==> config.mk <==
export PLATFORM = sky130hd
export DESIGN_NAME = uart_word_rx
export DESIGN_NICKNAME = d
export VERILOG_FILES = /design/src/rtl/uart_pkg.sv /design/src/rtl/uart_byte_rx.sv /design/src/rtl/uart_word_rx.sv
export SDC_FILE = /design/constraint.sdc
export NUM_CORES = 1
export LEC_CHECK = 0
export BUFFER_PORTS_ARGS = -buffer_cell sky130_fd_sc_hd__buf_2
export CAP_MARGIN = 5
export CORE_AREA = 2 2 129 99
export CTS_CLUSTER_DIAMETER = 50
export CTS_CLUSTER_SIZE = 28
export DETAILED_ROUTE_END_ITERATION = 8
export DIE_AREA = 0 0 131 101
export RECOVER_POWER = 100
export SLEW_MARGIN = 20
export SYNTH_ARGS = -nofsm -noshare
export SYNTH_HDL_FRONTEND = slang
export SYNTH_SLANG_ARGS = --single-unit
==> constraint.sdc <==
create_clock -name clk -period 2.5 [get_ports clk]
set_input_delay 0.25 -clock clk [delete_from_list [all_inputs] [get_ports clk]]
set_output_delay 0.25 -clock clk [all_outputs]
set_load 0.01 [all_outputs]
==> src/rtl/uart_pkg.sv <==
// Shared types and constants for the UART word receiver.
package uart_pkg;

   typedef enum logic [1:0] {
      IDLE  = 2'd0,
      START = 2'd1,
      DATA  = 2'd2,
      STOP  = 2'd3
   } rx_state_t;

   typedef logic [1:0] byte_idx_t;

   localparam int unsigned DATA_BITS      = 8;
   localparam int unsigned BYTES_PER_WORD = 4;

endpackage

==> src/rtl/uart_byte_rx.sv <==
// 8N1 byte receiver: rx synchronizer, bit FSM and bit timer; emits one-cycle
// byte_ok / byte_err pulses with the received byte on byte_data.
//
// state | meaning
// IDLE  | line idle, waiting for a low rx_s (only once armed)
// START | half-bit wait, then confirm the start bit is still low
// DATA  | sample 8 data bits, LSB first, one per bit period
// STOP  | sample the stop bit one bit period later, report ok/err
module uart_byte_rx
   import uart_pkg::*;
#(
   parameter int unsigned CLKS_PER_BIT = 4
) (
   input  logic       clk,
   input  logic       rst,
   input  logic       rx,
   output logic [7:0] byte_data,
   output logic       byte_ok,
   output logic       byte_err,
   output logic       idle,
   output logic       start_det
);

   localparam int unsigned    TW        = $clog2(CLKS_PER_BIT);
   localparam logic [TW-1:0]  HALF_LAST = TW'(CLKS_PER_BIT / 2 - 1);
   localparam logic [TW-1:0]  BIT_LAST  = TW'(CLKS_PER_BIT - 1);
   localparam logic [2:0]     LAST_BIT  = 3'(DATA_BITS - 1);

   rx_state_t       state, state_nxt;
   logic [1:0]      sync;
   logic [1:0]      fill;
   logic            armed;
   logic            rx_s;
   logic [TW-1:0]   timer;
   logic [2:0]      bit_cnt;
   logic [7:0]      shreg;
   logic            timer_clr, shift_en, bit_clr, done_ok, done_err;

   assign rx_s = sync[1];

   // The synchronizer resets high, so its reset value must not count as a
   // genuine idle line: arm only once a real high level has propagated through.
   always_ff @(posedge clk or posedge rst) begin
      if (rst) begin
         sync  <= 2'b11;
         fill  <= 2'b00;
         armed <= 1'b0;
      end else begin
         sync <= {sync[0], rx};
         fill <= {fill[0], 1'b1};
         if (fill[1] && rx_s)
            armed <= 1'b1;
      end
   end

   always_ff @(posedge clk or posedge rst) begin
      if (rst)
         state <= IDLE;
      else
         state <= state_nxt;
   end

   always_comb begin
      state_nxt = state;
      timer_clr = 1'b0;
      shift_en  = 1'b0;
      bit_clr   = 1'b0;
      done_ok   = 1'b0;
      done_err  = 1'b0;
      case (state)
         IDLE: begin
            if (armed && !rx_s) begin
               state_nxt = START;
               timer_clr = 1'b1;
            end
         end
         START: begin
            if (timer == HALF_LAST) begin
               timer_clr = 1'b1;
               bit_clr   = 1'b1;
               state_nxt = rx_s ? IDLE : DATA;
            end
         end
         DATA: begin
            if (timer == BIT_LAST) begin
               timer_clr = 1'b1;
               shift_en  = 1'b1;
               if (bit_cnt == LAST_BIT)
                  state_nxt = STOP;
            end
         end
         STOP: begin
            if (timer == BIT_LAST) begin
               timer_clr = 1'b1;
               state_nxt = IDLE;
               done_ok   = rx_s;
               done_err  = !rx_s;
            end
         end
         default: state_nxt = IDLE;
      endcase
   end

   always_ff @(posedge clk or posedge rst) begin
      if (rst) begin
         timer    <= '0;
         bit_cnt  <= '0;
         shreg    <= '0;
         byte_ok  <= 1'b0;
         byte_err <= 1'b0;
      end else begin
         if (timer_clr || state == IDLE)
            timer <= '0;
         else
            timer <= timer + TW'(1);
         if (bit_clr)
            bit_cnt <= '0;
         else if (shift_en)
            bit_cnt <= bit_cnt + 3'd1;
         if (shift_en)
            shreg <= {rx_s, shreg[7:1]};
         byte_ok  <= done_ok;
         byte_err <= done_err;
      end
   end

   assign byte_data = shreg;
   assign idle      = (state == IDLE);
   assign start_det = (state == IDLE) && armed && !rx_s;

endmodule

==> src/rtl/uart_word_rx.sv <==
// Assembles four received UART bytes (little-endian) into a 32-bit word and
// drops a partial word after an over-long idle gap.
module uart_word_rx
   import uart_pkg::*;
#(
   parameter int unsigned CLKS_PER_BIT = 4,
   parameter int unsigned TIMEOUT_BITS = 16
) (
   input  logic        clk,
   input  logic        rst,
   input  logic        rx,
   output logic [31:0] word_out,
   output logic        word_valid,
   output logic        frame_err,
   output byte_idx_t   byte_idx
);

   localparam int unsigned   GAP_LIMIT = TIMEOUT_BITS * CLKS_PER_BIT;
   localparam int unsigned   GW        = $clog2(GAP_LIMIT + 1);
   localparam logic [GW-1:0] GAP_LAST  = GW'(GAP_LIMIT - 1);
   localparam byte_idx_t     LAST_IDX  = byte_idx_t'(BYTES_PER_WORD - 1);

   logic [7:0]    byte_data;
   logic          byte_ok, byte_err, idle, start_det;
   logic [23:0]   partial;
   logic [GW-1:0] gap;
   logic          gap_active, timeout;

   uart_byte_rx #(
      .CLKS_PER_BIT (CLKS_PER_BIT)
   ) u_byte_rx (
      .clk       (clk),
      .rst       (rst),
      .rx        (rx),
      .byte_data (byte_data),
      .byte_ok   (byte_ok),
      .byte_err  (byte_err),
      .idle      (idle),
      .start_det (start_det)
   );

   assign gap_active = idle && (byte_idx != 2'd0);
   // A start edge coinciding with expiry still clears the index, so that byte lands in lane 0.
   assign timeout    = gap_active && (gap == GAP_LAST);

   always_ff @(posedge clk or posedge rst) begin
      if (rst) begin
         word_out   <= '0;
         word_valid <= 1'b0;
         frame_err  <= 1'b0;
         byte_idx   <= '0;
         partial    <= '0;
         gap        <= '0;
      end else begin
         word_valid <= 1'b0;
         frame_err  <= 1'b0;
         if (byte_err) begin
            frame_err <= 1'b1;
            byte_idx  <= '0;
         end else if (byte_ok) begin
            if (byte_idx == LAST_IDX) begin
               word_out   <= {byte_data, partial};
               word_valid <= 1'b1;
               byte_idx   <= '0;
            end else begin
               case (byte_idx)
                  2'd0:    partial[7:0]   <= byte_data;
                  2'd1:    partial[15:8]  <= byte_data;
                  2'd2:    partial[23:16] <= byte_data;
                  default: ;
               endcase
               byte_idx <= byte_idx + 2'd1;
            end
         end else if (timeout) begin
            byte_idx <= '0;
         end

         if (!gap_active || start_det || timeout)
            gap <= '0;
         else
            gap <= gap + GW'(1);
      end
   end

endmodule

Yosys cells after proc, flatten, opt, wreduce, memory -nomap -nowiden --
Index checks and enable logic that the tools add are counted.
Word-level totals: memory bits (read-only) 0, bits in latches 0, RAM bits 0, memories kept 0, register bits after elaboration 89, input port bits 3
Operators by class: reductions and logical operators 22, eq/ne operators 15, bitwise gates (word level) 2, divide/modulo/power cells 0, add/subtract/negate cells 4, $lt $le $gt $ge 0, mux-type cells 29, shifts and indexed selects 0, multiply operators 0
Operators by type and width (number):
- $mux 2 | 11
- $mux 1 | 13
- $reduce_and 4->1 | 3
- $eq 2x2->1 const B | 5
- $ne 2x1->1 const B | 5
- $pmux 2 s4 | 1
- $add 7x1->7 const B | 1
- $eq 7x6->1 const B | 1
- $mux 7 | 1
- $eq 2x1->1 const B | 3
- $logic_and 1x1->1 | 6
- $mux 3 | 2
- $reduce_and 5->1 | 1
- $add 2x1->2 const B | 2
- $logic_not 2->1 | 2
- $reduce_bool 2->1 | 2
- $add 3x1->3 const B | 1
- $eq 3x3->1 const B | 1
- $logic_or 1x1->1 | 3
- $pmux 1 s3 | 1
- $reduce_and 3->1 | 1
- $reduce_bool 3->1 | 1
- $logic_not 1->1 | 2
- $not 1->1 | 2
- $reduce_or 2->1 | 1

Logic depth before layout (Yosys ltp) --
Gate-level depths: netlist of the first run.
depth after elaboration 6, mapped depth 5, mapped depth without buffers 5

Modules after synthesis --
Synthesis of the first run repeated with hierarchy kept, for this count alone.
Second synthesis, totals: cells, all modules 237, area, all modules 3791.1 µm²
Modules (own cells, without submodules):
- uart_word_rx | area each 2874.0 µm², cells each 171, seq. area each 1676.6 µm², times used 1
- uart_byte_rx | area each 917.1 µm², cells each 66, seq. area each 553.0 µm², times used 1

Worst setup path before layout of the first run --
No wires, ideal clock.
path type register -> register, start point register byte_idx[0], end point register partial[0], stages on the path, launching flop included 6, setup time 0.125 ns, arrival 1.503 ns, slack 0.872 ns, clock period less this slack 1.628 ns, buffers on the path 1, cells stage by stage dfrtp_1 ha_1 nor3b_1 and2_1 buf_4 mux2_2
On the way: word-level cells in the longest chain between the ends 3, elaborated cells on any way between the ends 4, classes of those cells eq/ne (1); bitwise (1); reduce/logical (2)
Ends and longest elaborated chain:
- start, declared | RTL line uart_word_rx.sv:15 | output byte_idx_t byte_idx
- start signal, assigned | RTL line uart_word_rx.sv:72 | byte_idx <= byte_idx + 2'd1;
- $eq 2x2->1 | RTL line uart_word_rx.sv:61 | if (byte_idx == LAST_IDX) begin
- $not 1->1 (no source line)
- $reduce_and 4->1 (no source line) *
- end signal, assigned | RTL line uart_word_rx.sv:67 | 2'd0: partial[7:0] <= byte_data;
- end, declared | RTL line uart_word_rx.sv:25 | logic [23:0] partial;
Mark *: on every way between the ends. The rest lies on a longest branch, timed or not. A chain may end at the register's enable or synchronous reset.

Final worst setup path of the first run --
start point register byte_idx[0], end point register partial[8]
Same word-level chain as after synthesis.

==> results by stage, run 1 <==
Synth:
- The area fraction of the dominant cell type after synthesis is 61.66%.
- In this run the mean area of a mapped cell was about 15 um^2.
- When the netlist entered floorplanning its net count stood at 248.
- The area of the mapped netlist is about 3500 um^2.
- Yosys mapped the design onto 33 distinct sky130hd cell types.
- Counting flops and latches in the post-synthesis netlist gives 89.
- The number of warnings issued by yosys is 0.
- Ranked by total cell area, the synthesized netlist is headed by sky130_fd_sc_hd__dfrtp_1, sky130_fd_sc_hd__mux2_2, sky130_fd_sc_hd__ha_1.
- The post-synthesis cell type with the largest combined area is sky130_fd_sc_hd__dfrtp_1.
- The synthesized netlist cell count is 236.
- For this run, the register share of the synthesized area comes to around 63%.

Detailed routing:
- The routed wire length is roughly 6400 um.
- Before antenna repair, the detailed router went through 4 iterations.
- For this block, the initial DRC count from the detailed router was just over 80.
- The final route contains 1952 vias.
- The routed wirelength normalized by instance count is 14.19 um.
- The detail route stage leaves a number of antenna-violating nets equal to 0.
- After detailed routing, the number of vias per cell comes to 4.319.
- The number of design rule violations left after detail routing is 0.

Setup path:
- The type of element launching the critical path is a flop.
- The startpoint of the most critical setup path is byte_idx[0]$_DFFE_PP0P_.
- The largest incremental delay on the critical path is 0.55 ns.
- In this run the critical register-to-register path is launched from byte_idx[0]$_DFFE_PP0P_.
- For the worst setup path, the data required time is 2.72 ns.
- The slowest stage of the critical path belongs to the cell sky130_fd_sc_hd__and2_0.
- The arrival time of the worst setup path is 2.29 ns.
- The path type of the worst setup path is reg2reg.
- The worst setup path is captured at a flop.
- The biggest fanout along the worst timing path is 8.
- The critical path goes through ha_1 > nor3b_1 > and2_0 > mux2_2.

Pwr:
- Summed over all cells, the static leakage comes to 0.001983 uW.
- The net switching power of the design is 928.6 uW.
- The design internal power is 2582 uW.
- The overall power of the completed layout is 3510 uW.
- Of the total power, the clock network draws around 40%.
- Net switching is 26.46% of the power.
- The part of the total power dissipated in combinational logic is 11.3%.
- The power per unit of standard cell area is 846.5 nW/um^2.
- The part of the power in registers is 49.2%.
- The peak supply drop is 0.0003496 V.

STA:
- The number of hold violations in the final report came to 0.
- Setup violations remaining at the end of the flow were counted as 0.
- The final period demand of the worst path is 2.066 ns.
- The largest clock skew in the final design is 0.008173 ns.
- Setup repair after global routing left no endpoint under its margin.
- The final count of pins violating max slew is 90.
- The total negative slack for setup checks is 0 ns.
- The final worst-path cycle share is 82.65%.
- Based on the critical path, the design can be clocked at up to 484.0 MHz.
- For the pin with the worst max-slew slack, the measured transition is 1.935 ns.
- Measured against its own limit, the worst slew margin works out to -28.98%.

Clocking:
- The clock latency at the later pin of the worst-skew pair is 0.34 ns.
- Gates resized during post-CTS repair numbered 0.
- The H-tree generated during clock tree synthesis spans 3 levels.
- The clock input transition at the sequential cells of the worst setup and hold paths is roughly 0.06 ns.
- The clock root buffer is sky130_fd_sc_hd__clkbuf_16.
- The TritonCTS clock tree is built.
- The tree built by TritonCTS fans out to 89 sinks.
- The clock passes through at most 2 buffers.
- The number of clock buffers added by TritonCTS is 9.

Layout:
- The count of placed standard cells in the final layout, fillers left out is approximately 450.
- Leaving out fill and tap cells, the most frequent cells in the layout are sky130_fd_sc_hd__dfrtp_1, sky130_fd_sc_hd__mux2_2, sky130_fd_sc_hd__clkbuf_1.
- Leaving out fill and tap cells, the most frequent cell in the layout is sky130_fd_sc_hd__dfrtp_1.
- The final net count is 293.
- Once layout is done, the placed cells without fillers occupy between 4000 and 5000 um^2.
- Of the cells placed in the final design, the portion with a size suffix greater than 1 is between 30% and 40%.
- The area growth from synthesis to layout is 17.43%.
- The number of antenna diodes in the final layout is 0.

Placed design:
- The HPWL after detailed placement is 4309 um.
- Buffers placed on the I/O ports in this run total 38.
- The number of instances in the placed design is about 440.
- The area of placed instances is between 3000 and 4000 um^2.
- The routability congestion estimate is 0.7261.

Global routing:
- Entering global routing, the biggest net connects 90 pins.
- The global-route congestion overflow total is 0.
- The number of antenna violations at the first check in global routing was 0.
- For this run, the total global-route usage over all layers was measured as 10.84%.
- The first global-routing pass estimated between 10000 and 15000 um of wire.
- The via count of the first global-routing pass came to 1956.

Min path:
- The min-delay analysis places its worst path in the category reg2reg.
- The source of the worst hold timing path is u_byte_rx.fill[0]$_DFF_PP0_.

Floorplan:
- The initial utilization of the core area, before any placement, comes to 29.32%.
- The die is 101 um tall.
- During I/O placement, the number of pins put on the boundary was 39.
- The die boundary width is about 130 um.
- The placeable core region is approximately 12000 um^2.
- The number of rows created at floorplan is 35.
- The full die area is 13230 um^2.

Run:
- The count of maximum capacitance violations is 1.

Status:
- The run finished, with violations left.
- The final reports fail on capacitance limit, slew limit.
## flip-flops by register name, summed over array words and instances, names as in the netlist, 2 cells and up, named ones only
signal and cells:
word_out 32, partial 24, u_byte_rx.byte_data 8, gap 7
u_byte_rx.bit_cnt 3, byte_idx 2, u_byte_rx.fill 2, u_byte_rx.sync 2
u_byte_rx.timer 2
## layer usage
| metal | vias up | share of wire, % | track usage (%) |
|---|---|---|---|
| met4 | 0 | 1.5 | 3.928 |
| met3 | 9 | 4.3 | 3.875 |
| li1 | 919 | - | - |
| met2 | 32 | 43 | 14.91 |
| met5 | - | 0 | 0 |
| met1 | 992 | 51 | 15.63 |
## cell families after synthesis
family	Yosys count	synth area share, %
DFF	89	63.15
and+or+nand+nor	39	6.839
buffers and inverters	15	2.268
AOI/OAI and AO/OA	15	3.047
adders and majority gates	9	3.189
xor gates and xnor gates	3	0.7443
other	1	0.1062
muxes	65	20.66
## through the flow
| step | worst slack (ns) | hold slack (ns) | util, % |
|---|---|---|---|
| 2_1_floorplan | 0.8719 | 0.2545 | - |
| 3_3_place_gp | 0.6197 | 0.3326 | 32.50 |
| 3_5_place_dp | 0.5672 | 0.3396 | 32.50 |
| 4_1_cts | 0.5506 | 0.05638 | 35.21 |
| 5_1_grt | 0.1965 | 0.3670 | 34.43 |
| 6_report | 0.4337 | 0.3490 | 34.43 |
## final timing paths
check,to,slack [ns],cells past startpoint
hold / removal,u_byte_rx.fill[1]$_DFF_PP0_,0.35,0
max in group asynchronous,u_byte_rx.fill[1]$_DFF_PP0_,0.72,3
setup reg to reg,partial[8]$_DFFE_PP0P_,0.43,4
setup / recovery,partial[8]$_DFFE_PP0P_,0.43,4
min in group asynchronous,word_out[15]$_DFFE_PP0P_,0.60,3
hold reg to reg,u_byte_rx.fill[1]$_DFF_PP0_,0.35,0
## power groups by stage
stage | clock network (uW) | logic, uW | registers (uW)
after floorplan | 0 | 349 | 1690
after global placement | 0 | 409 | 1740
after detailed placement | 0 | 424 | 1750
after CTS | 1430 | 427 | 1730
after global routing | 1490 | 467 | 1750
final | 1390 | 397 | 1730
## worst max-delay path: cells and delay by family, from the launching register on
| family | cells | cell delay [ns] |
|---|---|---|
| fa+ha+maj | 1 | 0.25 |
| simple gates | 2 | 0.87 |
| flops | 1 | 0.42 |
| mux | 1 | 0.41 |
## cells in the mapped netlist
master and n:
sky130_fd_sc_hd__nor4_4 1, sky130_fd_sc_hd__ha_1 9, sky130_fd_sc_hd__nand3_1 4, sky130_fd_sc_hd__and2_1 3, sky130_fd_sc_hd__o22ai_1 2, sky130_fd_sc_hd__o21a_1 1, sky130_fd_sc_hd__nor2_1 10, sky130_fd_sc_hd__or3_1 1
sky130_fd_sc_hd__a211oi_2 1, sky130_fd_sc_hd__nor3b_2 2, sky130_fd_sc_hd__o41ai_1 2, sky130_fd_sc_hd__nand3b_1 3, sky130_fd_sc_hd__buf_4 3, sky130_fd_sc_hd__buf_6 1, sky130_fd_sc_hd__nor2b_1 3, sky130_fd_sc_hd__o21ai_0 2
sky130_fd_sc_hd__xnor2_1 1, sky130_fd_sc_hd__or3_4 1, sky130_fd_sc_hd__a21o_1 1, sky130_fd_sc_hd__xor2_1 2, sky130_fd_sc_hd__conb_1 1, sky130_fd_sc_hd__nor3_1 4, sky130_fd_sc_hd__buf_2 4, sky130_fd_sc_hd__nand2_1 4
sky130_fd_sc_hd__or4b_2 1, sky130_fd_sc_hd__a21o_4 1, sky130_fd_sc_hd__mux2_2 63, sky130_fd_sc_hd__a21oi_1 5, sky130_fd_sc_hd__dfstp_2 2, sky130_fd_sc_hd__nor3b_1 2, sky130_fd_sc_hd__mux2i_1 2, sky130_fd_sc_hd__inv_1 7
sky130_fd_sc_hd__dfrtp_1 87
## final cells by class
cell class / count / area [um^2]
Multi-Input combinational cell: 132 / 1195
Inverter: 7 / 30.03
Timing Repair Buffer: 42 / 167.7
Clock inverter: 5 / 63.81
Tap cell: 166 / 207.7
Sequential cell: 89 / 2230
Fill cell: 1213 / 7896
Clock buffer: 11 / 252.7
## repair_timing
item,4_1_cts,5_1_grt
hold endpoints to repair,1,0
hold buffers,1,0
setup buffers,0,0
Note: power is estimated with default switching activity, not from simulation.
==> inputs of run 2 (changes only) <==
==> constraint.sdc (replaced) <==
create_clock -name clk -period 1.9 [get_ports clk]
set_input_delay 0.19 -clock clk [delete_from_list [all_inputs] [get_ports clk]]
set_output_delay 0.19 -clock clk [all_outputs]
set_load 0.01 [all_outputs]
==> run 2 against run 1 <==
- the run now ends clean
- clock skew down 0.0021 ns
- maximum frequency up 16%
- non-clock buffer count grew 7
- utilization increased by 0.45 points
- global-route usage rose by 0.15 points
- via count increased by 0.41%
- critical path depth unchanged
- design area grew 1.3%
- final cell count is 1.5% higher
- first-iteration DRC count down 28%
- combinational power increased by 52%
==> results by stage, run 2 (synthesis gave the netlist of run 1 again) <==
Status:
- The flow ran to the end, and the final reports show no timing, DRC or antenna violations.

Setup path:
- The required time reported for the critical path endpoint is 2.12 ns (-0.60 ns).
- The setup path with the least slack is of type reg2reg.
- The arrival time of the worst setup path is 2.00 ns (-0.29 ns).
- The critical path depth came to 4 (unchanged).
- For this design, the slowest cell found on the critical path is sky130_fd_sc_hd__dfrtp_1.
- The element type at the critical path end is a flop.
- The dominant delay contributor by cell family on the critical path is simple AND/OR/NAND/NOR gates.
- The worst setup path is launched from a flop.
- The number of cells on the worst reg-to-reg path is 4 (unchanged).
- The buffer and inverter count on the worst path is 0 (unchanged).
- The biggest fanout along the worst timing path is 8 (unchanged).
- Walking the worst path, the cells encountered are ha_1 > nor3b_1 > and2_2 > mux2_2.
- The largest incremental delay on the critical path came to 0.41 ns (-0.14 ns).

Detailed routing:
- The number of iterations in the first detailed-routing pass was 4 (unchanged).
- The routed wirelength normalized by instance count was 14.15 um (-0.27%).
- The detailed-route vias per instance is 4.270 (-1.1%).
- The number of nets with antenna violations after detailed routing was 0 (unchanged).
- The number of design rule violations left after detail routing came to 0 (unchanged).
- The DRC violation total after the first TritonRoute iteration was 59 (-28%).
- The overall via count from detail_route is 1960 (+0.41%).
- The routed wire length is 6497 um (+1.3%).

Pwr:
- The clock share of power is 36.8% (-2.7 points).
- The part of the total power dissipated in combinational logic is 13.4% (+2.1 points).
- The power per unit of standard cell area was 1071 nW/um^2 (+27%).
- The peak supply drop is 0.0005223 V (+49%).
- The part of the power in registers came to 49.8% (+0.6 points).
- The fraction of power spent switching nets is 26.73% (+0.27 points).
- The net switching power of the design is 1203 uW (+30%).
- The leakage power of the design came to 0.002025 uW (+2.1%).
- The design internal power is 3297 uW (+28%).

STA:
- The final count of pins violating max slew is 0 (-100%).
- The number of hold violations in the final report is 0 (unchanged).
- The achievable frequency is 561.2 MHz (+16%).
- The final period demand of the worst path came to 1.782 ns (-0.2845 ns).
- The largest clock skew in the final design is 0.006065 ns (-0.002107 ns).
- The final setup violation count is 0 (unchanged).
- The measured slew at the worst slew-check pin is 1.251 ns (-0.6837 ns).
- The total negative slack for setup checks came to 0 ns (unchanged).
- The worst-case headroom to the max-slew limit is 16.15% (+45 points).
- The final hold slack is 0.3553 ns (+0.006268 ns).
- The final worst-path cycle share is 93.78% (+11 points).
- Setup repair after global routing left no endpoint under its margin.

Min path:
- The type of the worst min-delay path is reg2reg.
- The worst hold path stage count is 0 (unchanged).

Layout:
- The sequential cell area is 2230 um^2 (unchanged).
- The final standard cell utilization of the core was 34.88% (+0.45 points).
- The count of fill cells added during filler insertion came to 1205 (-0.66%).
- The fraction of layout instances using a drive strength above 1 is 32.76% (+2.0 points).
- The count of antenna diodes in the layout is 0 (unchanged).
- The area used by multi-input combinational logic is 1201 um^2 (+0.52%).
- The register with the most flip-flops in the final layout is word_out.
- The area growth from synthesis to layout is 18.96%.
- The library cells used most frequently in the layout, excluding fill and tap cells, are sky130_fd_sc_hd__dfrtp_1, sky130_fd_sc_hd__mux2_2, sky130_fd_sc_hd__clkbuf_1.
- The number of flip-flops in the largest register is 32 (unchanged).
- The commonest non-fill, non-tap cell in the layout is sky130_fd_sc_hd__dfrtp_1.
- The count of placed standard cells in the final layout, fillers left out came to 459 (+1.5%).
- The final net count came to 300 (+2.4%).

Clocking:
- The total clock buffers created by CTS was 9 (unchanged).
- The clock latency at the later pin of the worst-skew pair was 0.34 ns (about the same).
- The number of H-tree levels is 3 (unchanged).
- The TritonCTS clock tree is built.
- The clock root buffer is sky130_fd_sc_hd__clkbuf_16.
- The TritonCTS sink count is 89 (unchanged).
- The clock input transition at the sequential cells of the worst setup and hold paths is 0.06 ns (about the same).
- The worst-case clock buffer depth is 2 (unchanged).

Floorplan:
- The height of the die is 101 um (unchanged).
- The placeable core region is 12040 um^2 (unchanged).
- The initial core utilization was 29.32% (unchanged).
- The number of rows created at floorplan was 35 (unchanged).
- The full die area is 13230 um^2 (unchanged).
- The top-level port count is 39 (unchanged).
- The die boundary width was 131 um (unchanged).

Placed design:
- The half-perimeter wire length after placement is 4520 um (+4.9%).
- The count of port buffers added during placement was 38 (unchanged).
- The number of instances in the placed design is 440 (+1.1%).
- The routability congestion estimate is 0.8019 (+10%).

Run:
- The count of maximum capacitance violations came to 0 (-1).

Global routing:
- The first-pass GRT wire length is 10930 um (+1.7%).
- The largest net degree at the start of global routing came to 34 (-62%).
- The number of antenna violations at the first check in global routing was 0 (unchanged).
- The global-route congestion overflow total is 0 (unchanged).
- The via count of the first global-routing pass is 2040 (+4.3%).
- The overall global routing resource usage was 10.99% (+0.15 points).
## run 2: final cells by class
type / instances / share of cell area (%)
Sequential cell: 89 / 53.08
Multi-Input combinational cell: 132 / 28.60
Clock buffer: 13 / 6.196
Timing Repair Buffer: 49 / 6.107
Tap cell: 166 / 4.945
Inverter: 7 / 0.6553
Clock inverter: 3 / 0.4170
## run 2: final timing paths
kind                                                    end                   startpoint  slack [ns]
worst max-delay path                 partial[6]$_DFFE_PP0P_      byte_idx[1]$_DFFE_PP0P_        0.12
worst min-delay path            u_byte_rx.fill[1]$_DFF_PP0_  u_byte_rx.fill[0]$_DFF_PP0_        0.36
worst max register to register       partial[6]$_DFFE_PP0P_      byte_idx[1]$_DFFE_PP0P_        0.12
worst min register to register  u_byte_rx.fill[1]$_DFF_PP0_  u_byte_rx.fill[0]$_DFF_PP0_        0.36
max in group asynchronous          word_out[20]$_DFFE_PP0P_                          rst        0.28
min in group asynchronous          word_out[22]$_DFFE_PP0P_                          rst        0.65
## run 2: power by group through the flow
stage                     clock network (uW)  registers (uW)  logic [uW]
after floorplan                            0            2220         459
after global placement                     0            2260         606
after detailed placement                   0            2280         636
after CTS                               1700            2240         645
after global routing                    1790            2270         694
final                                   1660            2240         605
## run 2: through the flow
stage | instance area (um^2) | power (uW) | worst slack [ns]
floorplan | 3535 | 2682 | 0.2719
global placement | 3976 | 2869 | 0.1021
detailed placement | 3976 | 2913 | 0.003462
CTS | 4274 | 4584 | 0.003041
global route | 4200 | 4753 | 0.01775
finish | 4200 | 4499 | 0.1182
## run 2: per-layer routing
metal  track usage (%)  vias to the layer above  share of wire [%]
met3             4.140                        8                4.8
met1             16.30                      992                 53
met2             15.19                       36                 42
met5                 0                        -                  0
li1                  -                      924                  -
met4             2.455                        0               0.85
## run 2: what timing repair did
action	CTS	global route
hold buffers	2	0
setup endpoints to repair	0	19
hold endpoints to repair	25	0
gates resized for setup	0	2
buffers inserted	0	1
